<file path="src/rtl/vm_pkg.sv">
// Shared constants and FSM state encoding for the change dispenser.
package vm_pkg;

  localparam int unsigned COIN_1  = 1;
  localparam int unsigned COIN_5  = 5;
  localparam int unsigned COIN_10 = 10;

  localparam int unsigned HOP_1  = 0;
  localparam int unsigned HOP_5  = 1;
  localparam int unsigned HOP_10 = 2;

  typedef enum logic [2:0] {
    StIdle    = 3'd0,
    StSelect  = 3'd1,
    StPulse   = 3'd2,
    StWaitAck = 3'd3,
    StDone    = 3'd4
  } state_e;

endpackage

</file>
<file path="src/rtl/coin_inventory.sv">
// Per-hopper coin counters with load, decrement and jam-clear; load has priority.
module coin_inventory
  import vm_pkg::*;
#(
  parameter int unsigned INV_W     = 6,
  parameter int unsigned INV_RESET = 8
) (
  input  logic             clk,
  input  logic             reset,
  input  logic             load_i,
  input  logic [1:0]       sel_i,
  input  logic [INV_W-1:0] val_i,
  input  logic [2:0]       dec_i,
  input  logic [2:0]       clr_i,
  output logic [2:0]       empty_o
);

  logic [INV_W-1:0] cnt_q [3];

  always_ff @(posedge clk or posedge reset) begin
    if (reset) begin
      for (int i = 0; i < 3; i++) cnt_q[i] <= INV_W'(INV_RESET);
    end else begin
      for (int i = 0; i < 3; i++) begin
        if (load_i && (sel_i == 2'(i))) begin
          cnt_q[i] <= val_i;
        end else if (clr_i[i]) begin
          cnt_q[i] <= '0;
        end else if (dec_i[i] && (cnt_q[i] != '0)) begin
          // Saturate at zero rather than wrap
          cnt_q[i] <= cnt_q[i] - 1'b1;
        end
      end
    end
  end

  always_comb begin
    empty_o = '0;
    for (int i = 0; i < 3; i++) empty_o[i] = (cnt_q[i] == '0);
  end

endmodule

</file>
<file path="src/rtl/change_dispense_ctrl.sv">
// Greedy coin payout sequencer: pulses one hopper at a time, waits for the drop
// sensor, and falls back to smaller coins when a hopper runs dry or jams.
module change_dispense_ctrl
  import vm_pkg::*;
#(
  parameter int unsigned AMT_W          = 4,
  parameter int unsigned INV_W          = 6,
  parameter int unsigned INV_RESET      = 8,
  parameter int unsigned PULSE_CYCLES   = 4,
  parameter int unsigned TIMEOUT_CYCLES = 64
) (
  input  logic             clk,
  input  logic             reset,
  input  logic             req_valid_i,
  input  logic [AMT_W-1:0] req_amount_i,
  output logic             req_ready_o,
  output logic [2:0]       eject_o,
  input  logic [2:0]       coin_seen_i,
  input  logic             inv_load_i,
  input  logic [1:0]       inv_sel_i,
  input  logic [INV_W-1:0] inv_val_i,
  output logic [2:0]       inv_empty_o,
  output logic             busy_o,
  output logic             done_o,
  output logic [AMT_W-1:0] shortfall_o,
  output logic             error_o
);

  localparam int unsigned TmrW = $clog2(TIMEOUT_CYCLES);
  localparam logic [AMT_W-1:0] Coin1  = AMT_W'(COIN_1);
  localparam logic [AMT_W-1:0] Coin5  = AMT_W'(COIN_5);
  localparam logic [AMT_W-1:0] Coin10 = AMT_W'(COIN_10);

  state_e           state_q;
  logic [AMT_W-1:0] remaining_q;
  logic [TmrW-1:0]  timer_q;
  logic [1:0]       sel_hop_q;
  logic [AMT_W-1:0] sel_val_q;
  logic [2:0]       eject_q;
  logic             done_q;
  logic [AMT_W-1:0] shortfall_q;
  logic             error_q;

  logic [2:0]       inv_empty;
  logic [2:0]       inv_dec;
  logic [2:0]       inv_clr;
  logic [2:0]       sel_oh;
  logic             active;
  logic             ack;
  logic             tmo;
  logic             pick_found;
  logic [1:0]       pick_hop;
  logic [AMT_W-1:0] pick_val;

  // Largest coin that fits the remainder and still has stock
  always_comb begin
    pick_found = 1'b1;
    pick_hop   = 2'(HOP_10);
    pick_val   = Coin10;
    if ((remaining_q >= Coin10) && !inv_empty[HOP_10]) begin
      pick_hop = 2'(HOP_10);
      pick_val = Coin10;
    end else if ((remaining_q >= Coin5) && !inv_empty[HOP_5]) begin
      pick_hop = 2'(HOP_5);
      pick_val = Coin5;
    end else if ((remaining_q >= Coin1) && !inv_empty[HOP_1]) begin
      pick_hop = 2'(HOP_1);
      pick_val = Coin1;
    end else begin
      pick_found = 1'b0;
    end
  end

  always_comb begin
    sel_oh  = 3'b001 << sel_hop_q;
    active  = (state_q == StPulse) || (state_q == StWaitAck);
    ack     = active && ((coin_seen_i & sel_oh) != 3'b000);
    tmo     = active && !ack && (timer_q == TmrW'(TIMEOUT_CYCLES - 1));
    inv_dec = ack ? sel_oh : 3'b000;
    inv_clr = tmo ? sel_oh : 3'b000;
  end

  always_ff @(posedge clk or posedge reset) begin
    if (reset) begin
      state_q     <= StIdle;
      remaining_q <= '0;
      timer_q     <= '0;
      sel_hop_q   <= '0;
      sel_val_q   <= '0;
      eject_q     <= '0;
      done_q      <= 1'b0;
      shortfall_q <= '0;
      error_q     <= 1'b0;
    end else begin
      done_q <= 1'b0;
      unique case (state_q)
        StIdle: begin
          if (req_valid_i) begin
            remaining_q <= req_amount_i;
            error_q     <= 1'b0;
            state_q     <= StSelect;
          end
        end
        StSelect: begin
          if (pick_found) begin
            sel_hop_q <= pick_hop;
            sel_val_q <= pick_val;
            timer_q   <= '0;
            eject_q   <= 3'b001 << pick_hop;
            state_q   <= StPulse;
          end else begin
            shortfall_q <= remaining_q;
            done_q      <= 1'b1;
            state_q     <= StDone;
          end
        end
        StPulse, StWaitAck: begin
          timer_q <= timer_q + 1'b1;
          if (ack) begin
            remaining_q <= remaining_q - sel_val_q;
            eject_q     <= '0;
            state_q     <= StSelect;
          end else if (tmo) begin
            error_q <= 1'b1;
            eject_q <= '0;
            state_q <= StSelect;
          end else if ((state_q == StPulse) && (timer_q == TmrW'(PULSE_CYCLES - 1))) begin
            eject_q <= '0;
            state_q <= StWaitAck;
          end
        end
        StDone: state_q <= StIdle;
        default: state_q <= StIdle;
      endcase
    end
  end

  coin_inventory #(
    .INV_W    (INV_W),
    .INV_RESET(INV_RESET)
  ) u_inv (
    .clk    (clk),
    .reset  (reset),
    .load_i (inv_load_i),
    .sel_i  (inv_sel_i),
    .val_i  (inv_val_i),
    .dec_i  (inv_dec),
    .clr_i  (inv_clr),
    .empty_o(inv_empty)
  );

  assign req_ready_o = (state_q == StIdle);
  assign busy_o      = (state_q != StIdle);
  assign eject_o     = eject_q;
  assign done_o      = done_q;
  assign shortfall_o = shortfall_q;
  assign error_o     = error_q;
  assign inv_empty_o = inv_empty;

endmodule

</file>
<file path="config.mk">
export PLATFORM = sky130hd
export DESIGN_NAME = change_dispense_ctrl
export DESIGN_NICKNAME = d
export VERILOG_FILES = /design/src/rtl/vm_pkg.sv /design/src/rtl/coin_inventory.sv /design/src/rtl/change_dispense_ctrl.sv
export SDC_FILE = /design/constraint.sdc
export NUM_CORES = 1
export LEC_CHECK = 0
export ABC_AREA = 1
export CORE_UTILIZATION = 30
export DETAILED_ROUTE_END_ITERATION = 8
export PLACE_DENSITY = 0.56
export SYNTH_ARGS = -nofsm -noshare
export SYNTH_HDL_FRONTEND = slang
export SYNTH_HIERARCHICAL = 1
export SYNTH_SLANG_ARGS = --single-unit
</file>
<file path="constraint.sdc">
create_clock -name clk -period 2.5 [get_ports clk]
set_clock_uncertainty 0.1 [all_clocks]
set_input_delay 0.5 -clock clk [delete_from_list [all_inputs] [get_ports clk]]
set_output_delay 0.5 -clock clk [all_outputs]
set_load 0.01 [all_outputs]
</file>
==> run summary, run 1 <==
The critical path ends at inv_empty_o[1]. The relative area change from synthesis to final layout came out at 21.93%. The netlist area before placement is 2721 um^2. The number of buffers created by CTS is 5.

The static power due to leakage came out at 0.001630 uW. The area of the core is 8763 um^2. The die area is 9456 um^2.

The register bit total from synthesis is 43. The launching element type of the critical path is a flip-flop. The post-CTS clock slew at the launch and capture registers of the worst setup and hold paths is 0.09 ns. Setup repair after global routing left no endpoint under its margin. The global routing stage identified its most utilized layer as met2. The maximum clock insertion buffer count is 2. The final count of negative-setup-slack endpoints is 0. The number of H-tree levels came out at 2. The post-synthesis net count came out at 402. The fraction of layout cells with a size suffix above 1 came out at 11.14%.

The antenna diode count came out at 0. The met1 capacity usage during global routing is 19.51%. The routability congestion estimate came out at 0.7918. In this run the critical register-to-register path is launched from timer_q[0]. The length in cells of the worst reg-to-reg path is 10. In this run the horizontal extent of the chip is 97.24 um. A synthesized cell averages 7.315 um^2. The final worst-path cycle share is 96.14%. The top cell type by area accounts for 36.78% of the synthesized area. The root buffer cell chosen for the clock tree is sky130_fd_sc_hd__clkbuf_8. The worst setup path is captured at an output pin.

The filler cells instantiated in the layout total 898. The worst hold path belongs to the class reg2reg. The pin count of the biggest net entering global routing is 26. The most critical setup path has its startpoint at u_inv/cnt_q[6]. The number of input and output port buffers inserted came out at 32.

For the pin with the worst max-slew slack, the measured transition is 0.7158 ns. The sum of negative setup slack came out at 0 ns. The number of antenna violations at the first check in global routing is 0. The vias after detailed routing is 2447.

The first global-routing pass estimated 10.83 mm of wire. The worst max-slew margin expressed relative to the limit came out at 52.23%. The overall routing resource usage came out at 14.03%. Across the VDD grid, the largest voltage drop is 361.2 uV. The die outline height came out at 97.24 um. The number of instances in the placed design came out at 513.

The number of rows created at floorplan came out at 34. The number of hold violations in the final report is 0. The start-to-end type of the worst setup path is reg2out.

The sequential share of the synthesized area is 39.68%. The count of TritonRoute iterations in the first routing pass is 4. The distinct cell type count after synthesis came out at 29. The CTS tree is done. For the worst setup path, the data required time is 1.90 ns. The latest clock arrival within the worst-skew pair is 0.31 ns. The number of cells in the finished layout apart from fillers is 521. The via-per-instance ratio came out at 4.697. Data on the critical path arrives at its endpoint at 1.80 ns. The reg-to-reg setup timing slack came out at 0.49 ns.

The run finished with clean final reports. The count of pins over their slew limit is 0. The count of clock tree sinks is 43. The met2 usage came out at 21.99%. The initial utilization of the core area, before any placement, comes to 31.05%. In this run the critical register-to-register path is captured at u_inv/cnt_q[8]. The routed wire length is 6.284 mm. After legalization and detailed placement, the total HPWL measured 4.912 mm. The antenna violation net count after detailed routing is 0.

The average routed wire per standard cell came out at 12.06 um. The global route total overflow came out at 0. The largest total area in the synthesized netlist belongs to sky130_fd_sc_hd__dfrtp_1. After clock tree synthesis, the setup repair step added 0 buffers. The top fanout value on the critical path came out at 3. Subtracting the final worst setup slack from the clock period gives 2.404 ns. Yosys attributes the largest share of cell area to sky130_fd_sc_hd__dfrtp_1, sky130_fd_sc_hd__nand2_1, sky130_fd_sc_hd__inv_1. The power per cell area is 1211 nW/um^2. For this block, the initial DRC count from the detailed router was 123. The final layout contains 442 nets.

The top achievable clock speed came out at 416.1 MHz. In this run the count of I/O pins placed on the die edge is 33. Max-cap violations in this run came to 0. The number of instances in the synthesized netlist is 372. The via count of the first global-routing pass is 2271. Global routing used 2.950% of the available met3 tracks.

The final routed DRC violation total is 0. The number of warnings reported in the yosys synthesis log is 6.
[metal layers]
| metal | share of wire, % | vias to the layer above |
|---|---|---|
| met2 | 45 | 29 |
| met1 | 50 | 1139 |
| met3 | 3.3 | 6 |
| met4 | 1.2 | 0 |
| met5 | 0 | - |
| li1 | - | 1273 |
[cell usage in the layout, fill, tap and decap left out, types with 2 or more instances in the layout]
| cell type | netlist | layout |
|---|---|---|
| sky130_fd_sc_hd__nor2_2 | 4 | 3 |
| sky130_fd_sc_hd__clkbuf_8 | 0 | 6 |
| sky130_fd_sc_hd__a21oi_1 | 4 | 4 |
| sky130_fd_sc_hd__inv_1 | 50 | 48 |
| sky130_fd_sc_hd__clkdlybuf4s50_1 | 0 | 32 |
| sky130_fd_sc_hd__nor2_4 | 3 | 4 |
| sky130_fd_sc_hd__o21ai_1 | 13 | 13 |
| sky130_fd_sc_hd__o22ai_1 | 9 | 9 |
| sky130_fd_sc_hd__buf_4 | 0 | 2 |
| sky130_fd_sc_hd__xnor2_1 | 3 | 3 |
| sky130_fd_sc_hd__nand3_1 | 32 | 31 |
| sky130_fd_sc_hd__ha_1 | 10 | 10 |
| sky130_fd_sc_hd__o21ai_0 | 21 | 21 |
| sky130_fd_sc_hd__nand3_2 | 5 | 6 |
| sky130_fd_sc_hd__dfrtp_1 | 40 | 40 |
| sky130_fd_sc_hd__nand4_1 | 7 | 7 |
| sky130_fd_sc_hd__nand2_1 | 102 | 102 |
| sky130_fd_sc_hd__dfstp_2 | 3 | 3 |
| sky130_fd_sc_hd__inv_2 | 5 | 7 |
| sky130_fd_sc_hd__nor2_1 | 42 | 42 |
| sky130_fd_sc_hd__nand2_2 | 4 | 4 |
| sky130_fd_sc_hd__nand2_4 | 5 | 5 |
[kinds of logic after synthesis]
group | count (synthesis) | share of synthesized area [%]
buffers and inverters | 56 | 7.770
flip-flops | 43 | 39.68
AND/OR/NAND/NOR | 210 | 36.55
XOR/XNOR | 4 | 1.288
adder cells (fa/ha/maj) | 11 | 5.333
AO/OA/AOI/OAI | 48 | 9.379
[registers in the layout (all words and copies together) (netlist names), 2 cells and up]
register	count
u_inv/cnt_q	18
timer_q	6
remaining_q	4
shortfall_o	4
eject_o	3
state_q	3
sel_val_q	2
[through the flow]
stage          worst slack (ns)  util (%)  hold WS (ns)  cell area [um^2]  total power, uW
6_report                0.09646     37.86        0.3847              3318             4017
3_3_place_gp             0.2520     36.36        0.3673              3187             3405
4_1_cts                 0.04736     37.75        0.3920              3308             4036
3_5_place_dp             0.2518     36.36        0.3696              3187             3429
2_1_floorplan            0.7596         -        0.3364              2721             2813
5_1_grt                 0.01656     37.86        0.4208              3318             4443
[area by class of cell]
cell class                      count  area (um^2)  area share, %
Clock buffer                        6        82.58          2.489
Clock inverter                      2        38.79          1.169
Timing Repair Buffer               34        335.3          10.11
Sequential cell                    43         1080          32.54
Inverter                           55        206.4          6.222
Multi-Input combinational cell    273         1440          43.40
Tap cell                          108        135.1          4.072
[worst max-delay path, stage by stage, from the launching register on]
cell	delay, ns
sky130_fd_sc_hd__dfrtp_1	0.41
sky130_fd_sc_hd__inv_1	0.11
sky130_fd_sc_hd__ha_1	0.16
sky130_fd_sc_hd__nand4_1	0.14
sky130_fd_sc_hd__inv_1	0.14
sky130_fd_sc_hd__clkdlybuf4s50_1	0.55
[power by group]
part | total, uW | internal [uW] | switching (uW) | leakage [uW]
Clock | 585 | 329 | 256 | 0.0000618
Combinational | 2170 | 873 | 1300 | 0.00103
Sequential | 1260 | 1000 | 260 | 0.000539
Total | 4020 | 2200 | 1810 | 0.00163
[worst min-delay path by stage]
stage | slack [ns] | cells after the start | start | endpoint
2_1_floorplan | 0.34 | 1 | reset | u_inv/cnt_q[0]
3_3_place_gp | 0.37 | 2 | eject_o[1] | eject_o[1]
3_5_place_dp | 0.37 | 2 | eject_o[2] | eject_o[2]
4_1_cts | 0.39 | 2 | eject_o[2] | eject_o[2]
5_1_grt | 0.42 | 2 | eject_o[1] | eject_o[1]
6_report | 0.38 | 2 | eject_o[2] | eject_o[2]
[timing repair]
item,CTS,global route
setup endpoints to repair,0,3
gates resized for setup,0,4
hold buffers,0,0
[synth_stat cells (all sizes together)]
library cell / number
nor2: 49
inv: 55
nand2: 111
ha: 10
or2: 2
xnor2: 3
a21oi: 5
dfrtp: 40
nand3: 38
fa: 1
dfstp: 3
o21ai: 34
nor3: 1
nand3b: 1
xor2: 1
nand4: 7
o22ai: 9
buf: 1
nor2b: 1
Note: power is estimated with default switching activity, not from simulation.
==> run 2: changes to the inputs <==
--- a/config.mk
+++ b/config.mk
@@ -9,6 +9,7 @@
 export CORE_UTILIZATION = 30
 export DETAILED_ROUTE_END_ITERATION = 8
 export PLACE_DENSITY = 0.56
+export SETUP_SLACK_MARGIN = 0.4
 export SYNTH_ARGS = -nofsm -noshare
 export SYNTH_HDL_FRONTEND = slang
 export SYNTH_HIERARCHICAL = 1
==> run summary, run 2 (synthesis gave the netlist of run 1 again) <==
The post-CTS clock slew at the launch and capture registers of the worst setup and hold paths came out at 0.09 ns (about the same). The area of all placed cells without fillers came to 3368 um^2 (+1.5%). The area of the core came out at 8763 um^2 (unchanged). The final count of negative-setup-slack endpoints is 0 (unchanged). The antenna diode count was 0 (unchanged). The static power due to leakage is 0.001647 uW (+1.0%). The largest registers in the layout are u_inv/cnt_q x18, timer_q x6. The worst IR drop on VDD came out at 370.4 uV (+2.5%). The launching element type of the critical path is a flip-flop. The final worst-path cycle share is 80.02% (-16 points). The cell chosen for the clock root is sky130_fd_sc_hd__clkbuf_8. The sum of negative setup slack is 0 ns (unchanged). Setup repair after global routing left no endpoint under its margin. The worst hold margin came out at 0.3853 ns (+0.0005340 ns). The vias after detailed routing is 2459 (+0.49%). The slack of the critical path is 0.4995 ns (+0.4031 ns). The first-pass GRT wire length came out at 10.91 mm (+0.69%). The CTS tree is done. The count of clock tree sinks came out at 43 (unchanged). The die outline height came out at 97.24 um (unchanged).

The data arrival time of the worst path is 1.40 ns (-0.40 ns). The antenna violation net count after detailed routing came out at 0 (unchanged). The latest clock arrival within the worst-skew pair is 0.31 ns (about the same). The global route total overflow came out at 0 (unchanged). The via count of the first global-routing pass came to 2285 (+0.62%). Grouping stages by cell kind, the critical path spends the most delay in buffers and inverters.

The critical path's largest stage delay is 0.38 ns (-0.17 ns). The count of pins over their slew limit is 0 (unchanged). The number of hold violations in the final report was 0 (unchanged). The hold-critical path depth came out at 2 (unchanged). The HPWL after detailed placement was 4.912 mm (unchanged).

The min-delay analysis places its worst path in the category reg2reg. The flow ran to the end, and the final reports show no timing, DRC or antenna violations. The die area came out at 9456 um^2 (unchanged). The number of filler cells placed in the layout came out at 899 (+0.11%). The relative area change from synthesis to final layout is 23.77%. For this design, the slowest cell found on the critical path is sky130_fd_sc_hd__dfrtp_1. The maximum clock insertion buffer count was 2 (unchanged). The number of buffers and inverters on the critical path is 3 (unchanged). The storage element area came out at 1085 um^2 (+0.46%).

The fraction of layout cells with a size suffix above 1 came to 15.59% (+4.4 points). The number of H-tree levels came to 2 (unchanged). The count of cell instances traversed by the critical path came to 5 (unchanged).

The routed wire length came out at 6.404 mm (+1.9%). The pin count of the biggest net entering global routing came out at 26 (unchanged). Leaving out fill and tap cells, the most frequent cells in the layout are sky130_fd_sc_hd__nand2_1, sky130_fd_sc_hd__inv_1, sky130_fd_sc_hd__nor2_1.

The post-route core utilization came out at 38.44% (+0.57 points). The detailed router's first-iteration violation count came to 128 (+4.1%). The count of hold-fix buffers inserted at cts came out at 0 (unchanged). The cell area after placement came out at 3187 um^2 (unchanged). The via-per-instance ratio is 4.684 (-0.28%). The overall routing resource usage came out at 14.13% (+0.092 points). The number of rows created at floorplan came out at 34 (unchanged). The die boundary width came to 97.24 um (unchanged). The count of TritonRoute iterations in the first routing pass was 4 (unchanged). The worst path required time is 1.90 ns (about the same). The effective utilization at floorplan is 31.05% (unchanged). The final routed DRC violation total came out at 0 (unchanged). The start-to-end type of the worst setup path is reg2out.

The worst setup path is captured at an output pin. The number of antenna violations at the first check in global routing is 0 (unchanged). The number of top-level design ports is 33 (unchanged).

The cell that appears most often on the critical path is sky130_fd_sc_hd__inv_1. The number of buffers created by CTS was 5 (unchanged). The top achievable clock speed is 499.9 MHz (+20%). The number of input and output port buffers inserted came to 32 (unchanged). The length in cells of the worst reg-to-reg path is 12 (+2). The time the worst path needs with I/O delays and setup came out at 2.000 ns (-0.4031 ns).

The power per cell area is 1214 nW/um^2 (+0.31%). Walking the worst path, the cells encountered are inv_1 > ha_1 > nand3_1 > inv_1 > clkdlybuf4s15_1. The area of the multi-input gates was 1468 um^2 (+1.9%).

The startpoint of the worst setup timing path is u_inv/cnt_q[1]. The number of flip-flops under the largest register name is 18 (unchanged). The number of max-cap violations came out at 0 (unchanged). The startpoint identified for the worst hold timing path is eject_o[2].

The most flop-heavy register is u_inv/cnt_q. The net count of the finished layout came out at 446 (+0.90%). The routability congestion estimate was 0.7918 (unchanged). The startpoint of the lowest-slack register-to-register path is timer_q[0].

The top fanout value on the critical path came to 3 (unchanged). The average routed wire per standard cell came out at 12.20 um (+1.1%). Leaving out fill and tap cells, the most frequent cell in the layout is sky130_fd_sc_hd__nand2_1. The slew at the pin closest to its max-slew limit came to 0.7159 ns (+0.0001357 ns). The worst max-slew margin expressed relative to the limit came out at 52.22% (about the same). The pre-CTS setup slack was 0.2518 ns (unchanged).
run 2: cell type report:
class                      count  area share (%)
clock inverter                 2           1.152
multi-input combinational    273           43.57
clock buffer                   6           2.452
sequential                    43           32.21
tap                          108           4.012
inverter                      55           6.129
timing repair buffer          38           10.48
run 2: metal layers:
| layer | GRT usage (%) | up-vias | wire (um) |
|---|---|---|---|
| li1 | - | 1281 | - |
| met3 | 2.950 | 6 | 221 |
| met1 | 19.51 | 1143 | 3152 |
| met5 | 0 | - | 0 |
| met2 | 22.32 | 29 | 2956 |
| met4 | 4.072 | 0 | 73 |
run 2: final timing paths:
check,slack [ns],to
worst max-delay path,0.50,inv_empty_o[2]
worst min-delay path,0.39,eject_o[2]
worst max register to register,0.59,u_inv/cnt_q[5]
worst min register to register,0.39,eject_o[2]
max in group asynchronous,1.24,u_inv/cnt_q[8]
min in group asynchronous,0.49,remaining_q[3]
run 2: repair_timing:
action / CTS / global route
gates resized for setup: 13 / 16
endpoints found under the hold margin: 0 / 0
buffers inserted: 2 / 2
endpoints found under the setup margin: 5 / 25
cloned: 0 / 0
pin swaps: 0 / 4
run 2: metrics by stage:
stage	total power, uW	cells
floorplan	2813	372
global placement	3405	513
detailed placement	3429	513
CTS	4061	523
global route	4521	525
finish	4091	525
run 2: worst min-delay path, delay by kind of cell (launching register included):
family | cells | cell delay [ns]
AND/OR/NAND/NOR | 2 | 0.10
flip-flops | 1 | 0.35
run 2: where the power goes:
part           total [uW]  leakage [uW]  internal, uW  switching, uW
clock                 585     0.0000618           329            256
sequential           1270      0.000534          1010            260
combinational        2240       0.00105           901           1340
total                4090       0.00165          2240           1850
